<file path="src/rtl/regfile32.sv">
// rtl/regfile32.sv - 32-entry register file, two combinational read ports, one write port, bulk clear
// Storage feeds the mux32 stage: the entries drive d0..d31 and the read addresses drive s.
module regfile32 #(
  parameter int WIDTH    = 5,
  parameter bit ZERO_REG = 1'b1
) (
  input  logic             clk,
  input  logic             rst,
  input  logic             wr_ena,
  input  logic [4:0]       wr_addr,
  input  logic [WIDTH-1:0] wr_data,
  input  logic [4:0]       rd_addr0,
  output logic [WIDTH-1:0] rd_data0,
  input  logic [4:0]       rd_addr1,
  output logic [WIDTH-1:0] rd_data1,
  input  logic             clr_req,
  output logic             clr_busy,
  output logic             clr_done
);

  typedef enum logic [1:0] {
    IDLE  = 2'd0,
    CLEAR = 2'd1,
    DONE  = 2'd2
  } state_t;

  state_t           state_q;
  state_t           state_d;
  logic [4:0]       ptr_q;
  logic [WIDTH-1:0] mem [32];
  logic             wr_ok;

  always_comb begin
    state_d = state_q;
    case (state_q)
      IDLE:    if (clr_req) state_d = CLEAR;
      CLEAR:   if (ptr_q == 5'd31) state_d = DONE;
      DONE:    state_d = IDLE;
      default: state_d = IDLE;
    endcase
  end

  // A clear request wins over a write presented on the same edge.
  assign wr_ok = (state_q == IDLE) && !clr_req && wr_ena &&
                 !(ZERO_REG && (wr_addr == 5'd0));

  always_ff @(posedge clk or posedge rst) begin
    if (rst) begin
      state_q <= IDLE;
      ptr_q   <= '0;
      for (int i = 0; i < 32; i++) mem[i] <= '0;
    end else begin
      state_q <= state_d;
      if (state_q == CLEAR) begin
        mem[ptr_q] <= '0;
        ptr_q      <= ptr_q + 5'd1;
      end else if ((state_q == IDLE) && clr_req) begin
        ptr_q <= '0;
      end
      if (wr_ok) mem[wr_addr] <= wr_data;
    end
  end

  assign rd_data0 = (ZERO_REG && (rd_addr0 == 5'd0)) ? '0 : mem[rd_addr0];
  assign rd_data1 = (ZERO_REG && (rd_addr1 == 5'd0)) ? '0 : mem[rd_addr1];

  assign clr_busy = (state_q == CLEAR);
  assign clr_done = (state_q == DONE);

endmodule

</file>
<file path="config.mk">
export PLATFORM = sky130hd
export DESIGN_NAME = regfile32
export DESIGN_NICKNAME = d
export VERILOG_FILES = /design/src/rtl/regfile32.sv
export SDC_FILE = /design/constraint.sdc
export NUM_CORES = 1
export LEC_CHECK = 0
export BUFFER_PORTS_ARGS = -buffer_cell sky130_fd_sc_hd__buf_2
export CAP_MARGIN = 20
export CELL_PAD_IN_SITES_DETAIL_PLACEMENT = 1
export CELL_PAD_IN_SITES_GLOBAL_PLACEMENT = 1
export CORE_AREA = 2 2 186 188
export CTS_BUF_LIST = sky130_fd_sc_hd__clkbuf_8
export CTS_CLUSTER_DIAMETER = 50
export DETAILED_ROUTE_END_ITERATION = 10
export DIE_AREA = 0 0 188 190
export PLACE_DENSITY = 0.58
export SETUP_SLACK_MARGIN = 0.1
export SYNTH_ARGS = -nofsm -noshare
export SYNTH_HDL_FRONTEND = slang
export SYNTH_SLANG_ARGS = --single-unit
</file>
<file path="constraint.sdc">
create_clock -name clk -period 9.4 [get_ports clk]
set_input_delay 1.88 -clock clk [delete_from_list [all_inputs] [get_ports clk]]
set_output_delay 1.88 -clock clk [all_outputs]
set_load 0.05 [all_outputs]
</file>
* Word level (Yosys, flattened, before mapping)
Index checks and enable logic that the tools add are counted.
Operators by class: magnitude comparators 6, add/sub/neg operators 1, bitwise logic cells 6, equal/unequal tests 5, reductions and logical operators 14, multiplexer cells 20
Operator list (count):
- $mux W160 | 2
- $and A160 B160 Y160 | 1
- $bwmux W160 | 1
- $not A160 Y160 | 1
- $bmux W5 S5 | 2
- $demux W5 S5 | 2
- $mux W5 | 10
- $ge A6 B6 Y1 const B | 4
- $not A5 Y6 | 4
- $logic_not A5 Y1 | 3
- $lt A6 B1 Y1 const B | 2
- $logic_and A1 B1 Y1 | 6
- $add A5 B1 Y5 const B | 1
- $eq A5 B5 Y1 const B | 1
- $mux W2 | 2
- $pmux W2 S2 | 1
- $eq A2 B1 Y1 const B | 1
- $eq A2 B2 Y1 const B | 1
- $logic_not A1 Y1 | 2
- $logic_not A2 Y1 | 1
- $ne A2 B1 Y1 const B | 1
- $ne A2 B2 Y1 const B | 1
- $reduce_and A2 Y1 | 1
- $reduce_bool A2 Y1 | 1
Word-level totals: word-level logic and storage cells 86, register bits after elaboration 167

* Logic depth before layout (Yosys ltp)
Gate-level depths: netlist (run 1).
depth in word-level cells 10, gate-level depth with buffers 7, gate-level depth less buffers 5

* Least setup slack after synthesis (run 1)
OpenSTA, ideal clock, no wires.
kind in2out, start in rd_addr0[1], end out rd_data0[0], cell stages on the path 7, slack 3225 ps, arrival time 4295 ps, cell sequence buf_4 -> buf_4 -> buf_2 -> mux2i_1 -> a221oi_1 -> o21ai_0 -> a311oi_1
On the way: cells in the longest elaborated chain, start to end 5, elaborated cells between the ends (all ways) 6, those cells by class mux: 4; bitwise: 1; reduce/logical: 1
Ends and longest elaborated chain:
- start: declaration | RTL line 12 | input logic [4:0] rd_addr0,
- $not A5 Y6 (implied by the code) | RTL line 64 | assign rd_data0 = (ZERO_REG && (rd_addr0 == 5'd0)) ? '0 : mem[rd_addr0];
- $bmux W5 S5 | RTL line 64
- $mux W5 (implied by the code) (2 in series) | RTL line 64
- $mux W5 * | RTL line 64
- end: declaration | RTL line 13 | output logic [WIDTH-1:0] rd_data0,
Mark *: on every way between the ends. The rest lies on a longest branch, timed or not. The select of a mux whose other input is x is not followed.

* Worst setup path after layout (run 1)
start in rd_addr0[1], end out rd_data0[2]
The elaborated chain is that of the path after synthesis.

==> results.py, run 1 <==
metrics = {
    "status": {
        "outcome": "finished clean",
    },
    "critical_path": {
        "path_cells": "buf_2, buf_4, mux2i_1, a221oi_1, o21ai_0, a311oi_1, buf_2",
        "r2r_start": "state_q[0]",
        "crit_start": "rd_addr0[1]",
        "rrSetupSlack_ns": 6.78,
        "cp-start-kind": "primary input",
        "path_max_fanout": 28,
        "required_ns": 7.52,
        "r2r_end": "mem[4]",
        "cp_top_family": "buffers and inverters",
        "endpoint": "rd_data0[2]",
        "critPathArrivalTime_ns": 4.60,
        "cp_common_cell": "buf_2",
        "critPathKind": "in -> out",
        "rr_worst_depth": 4,
        "critPathCaptureType": "primary output",
        "slowest_stage": "a311oi_1",
        "critPathMaxStageDelay_ns": 0.68,
        "path_buf_inv": 3,
        "cp.depth": 7,
    },
    "power_and_ir_drop": {
        "peakVddDrop_v": 0.000106,
        "p_per_area_nw_per_um2": 249,
        "p_leak_nw": 4.21,
    },
    "yosys": {
        "synthCells": 964,
        "avgSynthCellArea_um2": 10.3,
        "synth-edff-count": 0,
        "yosysMostFrequentCell": "nand2_1",
        "synth_top_area_cell": "dfrtp_1",
        "synthTopCellsByArea": "dfrtp_1 42%, mux4_2 16%, nand2_1 8.4%",
        "synthesis.area_um2": 9970,
        "synth_top_area_share_pct": 41.9,
        "synth_nets": 993,
        "synth_cell_type_count": 44,
        "synth.top_cells.by_count": "223 x nand2_1, 167 x dfrtp_1, 164 x o21ai_0",
        "yosysWarnings": 0,
        "ys_seq_area_share_pct": 41.9,
        "synthArstFlopShare_pct": 100,
        "synth_ff_type": "dfrtp_1",
        "ys_seq_elements": 167,
    },
    "detailed_routing": {
        "first_iter_violations": 586,
        "totalWireLength_um": 36200,
        "routed_via_density": 5.60,
        "wire_per_inst_um": 25.4,
        "detail-route-antenna-nets": 0,
        "drcViolationCount": 0,
        "vias": 7987,
        "drt_pass1_iterations": 5,
    },
    "global_route": {
        "grt_pass1_vias": 8125,
        "grt_pass1_wl_um": 54800,
        "grt_max_degree": 104,
        "grt.overflow.total": 0,
        "grt_antenna_before_repair": 0,
        "grt_use_total_pct": 20.9,
    },
    "timing": {
        "fmax_mhz": 154,
        "worstMarginPinSlew_ns": 1.03,
        "drv_slew": 0,
        "maxSlewHeadroom_pct": 31.4,
        "setup_violations": 0,
        "clock-skew-final_ns": 0.0292,
        "period_share_pct": 69.0,
        "hold_violations": 0,
        "post-route-min-period_ns": 6.48,
        "rsz0062_at_grt": "no",
        "tns_ns": 0,
    },
    "finish": {
        "diodes": 0,
        "fin_cells": 1426,
        "area.growth.synth_to_final_pct": 8.13,
        "nNetsFinal": 987,
        "final_layout_size_suffix_gt1_share_pct": 19.5,
    },
    "die": {
        "ios": 36,
        "fp.dieH_um": 190,
        "fp.dieW_um": 188,
        "core_um2": 33900,
        "dieArea_um2": 35700,
        "initial_core_util_pct": 29.4,
        "row_count": 68,
    },
    "place": {
        "place_hpwl_um": 24800,
        "dp_cells": 1394,
        "io_buffers": 35,
        "place.gp.congestion": 0.857,
    },
    "worst_hold_path": {
        "hp-class": "reg -> reg",
    },
    "cts": {
        "holdBufCountCts": 0,
        "cts_tree": "done",
        "cts_root_buffer": "clkbuf_8",
        "clkSlewWorstSetupHoldPaths_ns": 0.10,
        "cts-buffers-inserted": 17,
        "cts_resized": 0,
        "cts.sinks": 167,
        "clk_path_buf_depth": 2,
        "htreeDepth": 4,
        "clock_latency_ns": 0.51,
        "post_cts_buffers": 0,
    },
    "job": {
        "cap_violations": 0,
    },
}
==> cell families (layout without fill, tap and decap cells) <==
family	Yosys count	in the layout	synth area share, %
adder cells (fa/ha/maj)	5	5	0.627
AO/OA/AOI/OAI	236	236	13.4
AND/OR/NAND/NOR	377	377	21.0
multiplexers	102	102	19.2
buffers and inverters	77	84	4.00
flip-flops	167	167	41.9
==> through the flow <==
step                      cell area (um2)  hold WS (ns)  power, mW  util [%]  worst slack, ns
final                               10800         0.515       2.69      31.8             2.92
after global routing                10800         0.547       2.84      31.8             2.74
after CTS                           10800         0.523       2.70      31.8             2.95
after detailed placement            10400         0.505       2.18      30.7             2.95
after global placement              10400         0.498       2.14      30.7             2.94
after floorplan                      9970         0.467       1.77         -             3.00
==> worst register-to-register path: stages, from the launching register on <==
cell and delay [ns]:
dfrtp_1 0.46, or4b_4 0.89, or4_1 0.84, nand3_1 0.16
o21ai_0 0.11
==> how the worst min path moves through the flow <==
| stage | from | endpoint | slack (ns) | depth (start not counted) |
|---|---|---|---|---|
| final | mem[156] | mem[156] | 0.52 | 1 |
| after global routing | mem[156] | mem[156] | 0.55 | 1 |
| after CTS | mem[156] | mem[156] | 0.52 | 1 |
| after detailed placement | mem[156] | mem[156] | 0.50 | 1 |
| after global placement | mem[156] | mem[156] | 0.50 | 1 |
| after floorplan | mem[155] | mem[155] | 0.47 | 1 |
==> where the power goes <==
group | switching, mW | internal, mW
Combinational | 0.524 | 0.383
Clock | 0.324 | 0.195
Sequential | 0.292 | 0.967
Total | 1.14 | 1.55
==> state kept, by name, summed over array words and instances (netlist names) <==
register	flops
state_q	2
ptr_q	5
mem	160
==> routing by layer <==
metal / wire length [um] / part of all wire [%] / track usage, % / up-vias
met4: 1120 / 3.1 / 7.72 / 0
met3: 1550 / 4.3 / 2.95 / 47
met5: 0 / 0 / 0 / -
met2: 17000 / 47 / 33.5 / 241
met1: 16500 / 46 / 28.8 / 4137
li1: - / - / - / 3562
==> cells in the final DEF (no fill, tap or decap), types with 10 or more instances in the layout <==
cell,count
nor4_4,20
nand2_1,223
o21ai_0,164
nand3_1,71
mux2i_1,21
a211oi_1,11
and2_1,10
mux4_2,70
o21ai_1,23
clkbuf_8,17
buf_2,35
dfrtp_1,167
mux2_2,11
inv_1,10
nor2b_1,15
==> cell type report <==
class / count / area [um2]
clock buffers: 17 / 234
clock inverters: 15 / 136
fillers: 3775 / 23200
inverters: 10 / 42.5
multi-input cells: 720 / 5400
flip-flops and latches: 167 / 4180
well taps: 455 / 569
repair buffers: 42 / 228
Power figures use the tool's default switching activity.
==> run 2: changes to the inputs <==
- clock period: 9.4 -> 6 ns (I/O delays scaled with it)
==> results.py, run 2 (same netlist as run 1, synthesis figures left out) <==
metrics = {
    "cts": {
        "htreeDepth": 4,
        "holdBufCountCts": 0,
        "cts_root_buffer": "clkbuf_8",
        "clk_path_buf_depth": 2,
        "clock_latency_ns": 0.49,
        "cts_resized": 0,
        "cts.sinks": 167,
        "clkSlewWorstSetupHoldPaths_ns": 0.09,
        "cts_tree": "done",
        "cts-buffers-inserted": 17,
        "post_cts_buffers": 0,
    },
    "timing": {
        "clock-skew-final_ns": 0.0196,
        "setup_violations": 0,
        "maxSlewHeadroom_pct": 36.5,
        "tns_ns": 0,
        "fmax_mhz": 206,
        "post-route-min-period_ns": 4.85,
        "rsz0062_at_grt": "no",
        "fin_ws_ns": 1.15,
        "worstMarginPinSlew_ns": 0.953,
        "period_share_pct": 80.8,
        "hold_violations": 0,
        "drv_slew": 0,
    },
    "place": {
        "io_buffers": 35,
        "dp_slack_ns": 1.20,
        "dp_cells": 1394,
        "place.gp.congestion": 0.868,
        "place_hpwl_um": 24400,
    },
    "critical_path": {
        "critPathKind": "in -> out",
        "path_max_fanout": 29,
        "critPathArrivalTime_ns": 3.65,
        "cp-start-kind": "primary input",
        "required_ns": 4.80,
        "critPathCaptureType": "primary output",
    },
    "global_route": {
        "grt.overflow.total": 0,
        "grt_use_total_pct": 20.8,
        "grt_max_degree": 93,
        "grt_antenna_before_repair": 0,
        "grt_pass1_wl_um": 54500,
        "grt_pass1_vias": 8322,
    },
    "die": {
        "fp.dieW_um": 188,
        "row_count": 68,
        "core_um2": 33900,
        "ios": 36,
        "initial_core_util_pct": 29.4,
        "fp.dieH_um": 190,
        "dieArea_um2": 35700,
    },
    "detailed_routing": {
        "first_iter_violations": 687,
        "routed_via_density": 5.62,
        "drcViolationCount": 0,
        "drt_pass1_iterations": 4,
        "vias": 8008,
        "totalWireLength_um": 35400,
        "detail-route-antenna-nets": 0,
        "wire_per_inst_um": 24.9,
    },
    "finish": {
        "most-common-layout-cells": "223 x nand2_1, 167 x dfrtp_1, 164 x o21ai_0, 71 x nand3_1, 70 x mux4_2",
        "nNetsFinal": 987,
        "area.growth.synth_to_final_pct": 8.79,
        "final_layout_size_suffix_gt1_share_pct": 19.6,
        "reg.largest.list": "mem: 160 flops, ptr_q: 5 flops, state_q: 2 flops",
        "largest-register": "mem",
        "fin_util_pct": 32.0,
        "largest_reg_flops": 160,
        "diodes": 0,
        "final_common_cell": "nand2_1",
        "fin_cells": 1426,
    },
    "status": {
        "outcome": "finished clean",
    },
    "job": {
        "cap_violations": 0,
    },
    "power_and_ir_drop": {
        "p_leak_nw": 4.24,
        "p_per_area_nw_per_um2": 392,
        "peakVddDrop_v": 0.000186,
        "p_total_mw": 4.25,
    },
    "worst_hold_path": {
        "hp-class": "reg -> reg",
    },
}
## run 2: metal layers
metal  part of all wire [%]  wire [um]  vias up  GRT usage (%)
met5                      0          0        -              0
met4                    2.0        714        0           5.36
met3                    4.5       1610       45           4.15
met2                     48      17100      185           34.1
met1                     45      16100     4226           28.0
li1                       -          -     3552              -
## run 2: worst paths after layout
| check | startpoint | end | slack (ns) | cells past startpoint |
|---|---|---|---|---|
| worst max-delay path | rd_addr0[1] | rd_data0[2] | 1.15 | 7 |
| min in group asynchronous | rst | mem[114] | 0.80 | 2 |
| worst min register to register | mem[156] | mem[156] | 0.53 | 1 |
| max in group asynchronous | rst | mem[5] | 4.15 | 3 |
| worst max register to register | state_q[0] | mem[40] | 3.45 | 4 |
| worst min-delay path | mem[156] | mem[156] | 0.53 | 1 |
## run 2: where the power goes
part	internal (mW)	leakage [nW]	total, mW	switching [mW]
Combinational	0.598	1.89	1.39	0.794
Sequential	1.52	2.14	1.98	0.469
Clock	0.381	0.208	0.878	0.497
## run 2: layout make-up
class                      count  area, um2
fill                        3822      23100
multi-input combinational    720       5400
clock inverter                15        165
sequential                   167       4180
inverter                      10       42.5
clock buffer                  17        234
tap                          455        569
timing repair buffer          42        265
## run 2: worst max-delay path, stage by stage
cell,delay (ns)
buf_2,0.52
buf_12,0.32
mux4_2,0.34
nor2b_1,0.15
a211oi_1,0.60
a311oi_1,0.23
buf_2,0.28
## run 2: through the flow
step	cell area, um2	hold WS, ns
floorplan	9970	0.467
detailed placement	10500	0.502
CTS	10900	0.529
global placement	10500	0.502
global route	10900	0.545
finish	10900	0.534
==> run 3: changes to the inputs <==
- ABC_AREA: default -> 1
- CORE_AREA: 2 2 186 188 -> 2 2 193 195
- DIE_AREA: 0 0 188 190 -> 0 0 195 197
- PLACE_DENSITY: 0.58 -> 0.65
- clock period: 6 -> 4.2 ns (I/O delays scaled with it)
==> results.py, run 3 <==
metrics = {
    "power_and_ir_drop": {
        "peakVddDrop_v": 0.000200,
        "switching_share_pct": 39.2,
        "clockPowerShare_pct": 31.9,
        "p_comb_share_pct": 26.3,
        "p_leak_nw": 5.23,
        "p_per_area_nw_per_um2": 385,
        "pwr-share-seq_pct": 41.8,
        "internal-power_mw": 2.81,
        "switchingPower_mw": 1.81,
    },
    "finish": {
        "fin_area_um2": 12000,
        "reg.largest.list": "mem: 160 flops, ptr_q: 5 flops, state_q: 2 flops",
        "area.growth.synth_to_final_pct": 11.3,
        "largest-register": "mem",
        "nNetsFinal": 1724,
        "most-common-layout-cells": "551 x nand2_1, 222 x nand3_1, 218 x nor2_1, 173 x inv_1, 167 x dfrtp_1",
        "final_layout_size_suffix_gt1_share_pct": 8.20,
        "final_common_cell": "nand2_1",
        "diodes": 0,
        "largest_reg_flops": 160,
        "fin_util_pct": 33.0,
        "fin_cells": 2176,
    },
    "yosys": {
        "synthCells": 1694,
        "synth_cell_type_count": 23,
        "synthTopCellsByArea": "dfrtp_1 39%, nand2_1 19%, nand3_1 10%",
        "synth_nets": 1723,
        "avgSynthCellArea_um2": 6.35,
        "synth-edff-count": 0,
        "yosysWarnings": 0,
        "ys_seq_area_share_pct": 38.8,
        "ys_seq_elements": 167,
        "synth_top_area_share_pct": 38.8,
        "synth_ff_type": "dfrtp_1",
        "yosysMostFrequentCell": "nand2_1",
        "synthesis.area_um2": 10800,
        "synth_top_area_cell": "dfrtp_1",
        "synth.top_cells.by_count": "551 x nand2_1, 222 x nand3_1, 218 x nor2_1",
        "synthArstFlopShare_pct": 100,
    },
    "place": {
        "place.gp.congestion": 0.845,
        "placed_area_um2": 11500,
        "io_buffers": 35,
        "dp_cells": 2144,
        "place_hpwl_um": 30200,
    },
    "critical_path": {
        "required_ns": 3.36,
        "critPathArrivalTime_ns": 2.85,
        "critPathMaxStageDelay_ns": 0.72,
        "slowest_stage": "inv_1",
        "critPathKind": "in -> out",
        "cp_top_family": "buffers and inverters",
        "path_buf_inv": 3,
        "critPathCaptureType": "primary output",
        "path_max_fanout": 21,
        "cp_common_cell": "nand2_1",
        "cp-start-kind": "primary input",
        "path_cells": "buf_2, inv_1, nand3_1, nand2_1, nand2_1, nand2_1, nor2_1, nor2_1, buf_2",
    },
    "cts": {
        "clkSlewWorstSetupHoldPaths_ns": 0.11,
        "cts_tree": "done",
        "cts.sinks": 167,
        "htreeDepth": 4,
        "cts_resized": 0,
        "cts_root_buffer": "clkbuf_8",
        "clock_latency_ns": 0.52,
        "clk_path_buf_depth": 2,
        "post_cts_buffers": 0,
        "holdBufCountCts": 0,
        "cts-buffers-inserted": 17,
    },
    "timing": {
        "worstMarginPinSlew_ns": 1.19,
        "tns_ns": 0,
        "clock-skew-final_ns": 0.0202,
        "post-route-min-period_ns": 3.69,
        "setup_violations": 0,
        "maxSlewHeadroom_pct": 20.9,
        "fmax_mhz": 271,
        "period_share_pct": 87.7,
        "rsz0062_at_grt": "no",
        "drv_slew": 0,
        "hold_violations": 0,
    },
    "global_route": {
        "grt_max_degree": 94,
        "grt.overflow.total": 0,
        "grt_antenna_before_repair": 0,
        "grt_use_total_pct": 23.5,
        "grt_pass1_wl_um": 68100,
        "grt_pass1_vias": 11200,
    },
    "die": {
        "initial_core_util_pct": 29.7,
        "dieArea_um2": 38400,
        "fp.dieW_um": 195,
        "core_um2": 36300,
        "fp.dieH_um": 197,
        "ios": 36,
        "row_count": 70,
    },
    "job": {
        "cap_violations": 0,
    },
    "detailed_routing": {
        "first_iter_violations": 866,
        "routed_via_density": 5.08,
        "wire_per_inst_um": 20.2,
        "dr_wl_met2_um": 20100,
        "drcViolationCount": 0,
        "detail-route-antenna-nets": 0,
        "routed-wl-met3_um": 2310,
        "highest_layer": "met4",
        "totalWireLength_um": 44000,
        "drt_pass1_iterations": 7,
        "vias": 11100,
        "wl_met1_um": 20300,
    },
    "status": {
        "outcome": "finished clean",
    },
    "worst_hold_path": {
        "hp-class": "in -> async",
    },
}
## run 3: changes by cell type after synthesis, sizes merged, moves of 25 or more
| cell | previous run | this run |
|---|---|---|
| clkbuf | 34 | 70 |
| mux4 | 70 | 0 |
| a21oi | 1 | 32 |
| nand2 | 223 | 581 |
| inv | 10 | 181 |
| nand3 | 71 | 222 |
| buf | 33 | 8 |
| nor2 | 1 | 221 |
## run 3: routing by layer
layer / track usage (%) / vias to the layer above
li1: - / 5316
met1: 31.4 / 5420
met4: 8.11 / 0
met5: 0 / -
met3: 4.41 / 56
met2: 38.2 / 271
## run 3: path summary, 6_finish.rpt
| check | slack [ns] | cells after the start | startpoint | endpoint |
|---|---|---|---|---|
| max | 0.51 | 9 | rd_addr0[2] | rd_data0[1] |
| min | 0.45 | 3 | rst | mem[123] |
| max reg2reg | 1.86 | 8 | state_q[1] | mem[71] |
| min reg2reg | 0.53 | 2 | mem[157] | mem[157] |
| max in group asynchronous | 3.25 | 3 | rst | mem[55] |
| min in group clk | 0.53 | 2 | mem[157] | mem[157] |
## run 3: logic make-up after synthesis
kind of cell	share of synthesized area, %
buffers and inverters	9.18
and+or+nand+nor	41.6
adders and majority gates	0.581
DFF	38.8
AOI/OAI and AO/OA	9.86
## run 3: tightest hold or removal path: cells and delay by family
kind | cells | cell delay [ns]
buf+inv | 3 | 0.55
## run 3: power by group through the flow
stage	combinational, mW	sequential, mW	clock (mW)
floorplan	0.772	1.87	0
global placement	1.18	1.95	0
detailed placement	1.20	1.95	0
CTS	1.21	1.92	1.50
global route	1.35	1.94	1.56
finish	1.21	1.93	1.47
## run 3: area by class of cell
class | instances | area (um2)
Fill cell | 4730 | 24300
Multi-Input combinational cell | 1265 | 5600
Sequential cell | 167 | 4180
Inverter | 184 | 699
Tap cell | 468 | 586
Timing Repair Buffer | 60 | 438
Clock buffer | 18 | 248
Clock inverter | 14 | 234
## run 3: stage by stage
step                      worst slack, ns  hold WS [ns]  total power, mW
final                               0.515         0.453             4.61
after global routing                0.461         0.487             4.85
after detailed placement            0.579         0.519             3.16
after global placement              0.598         0.514             3.13
after floorplan                     0.867         0.490             2.65
after CTS                           0.579         0.486             4.63
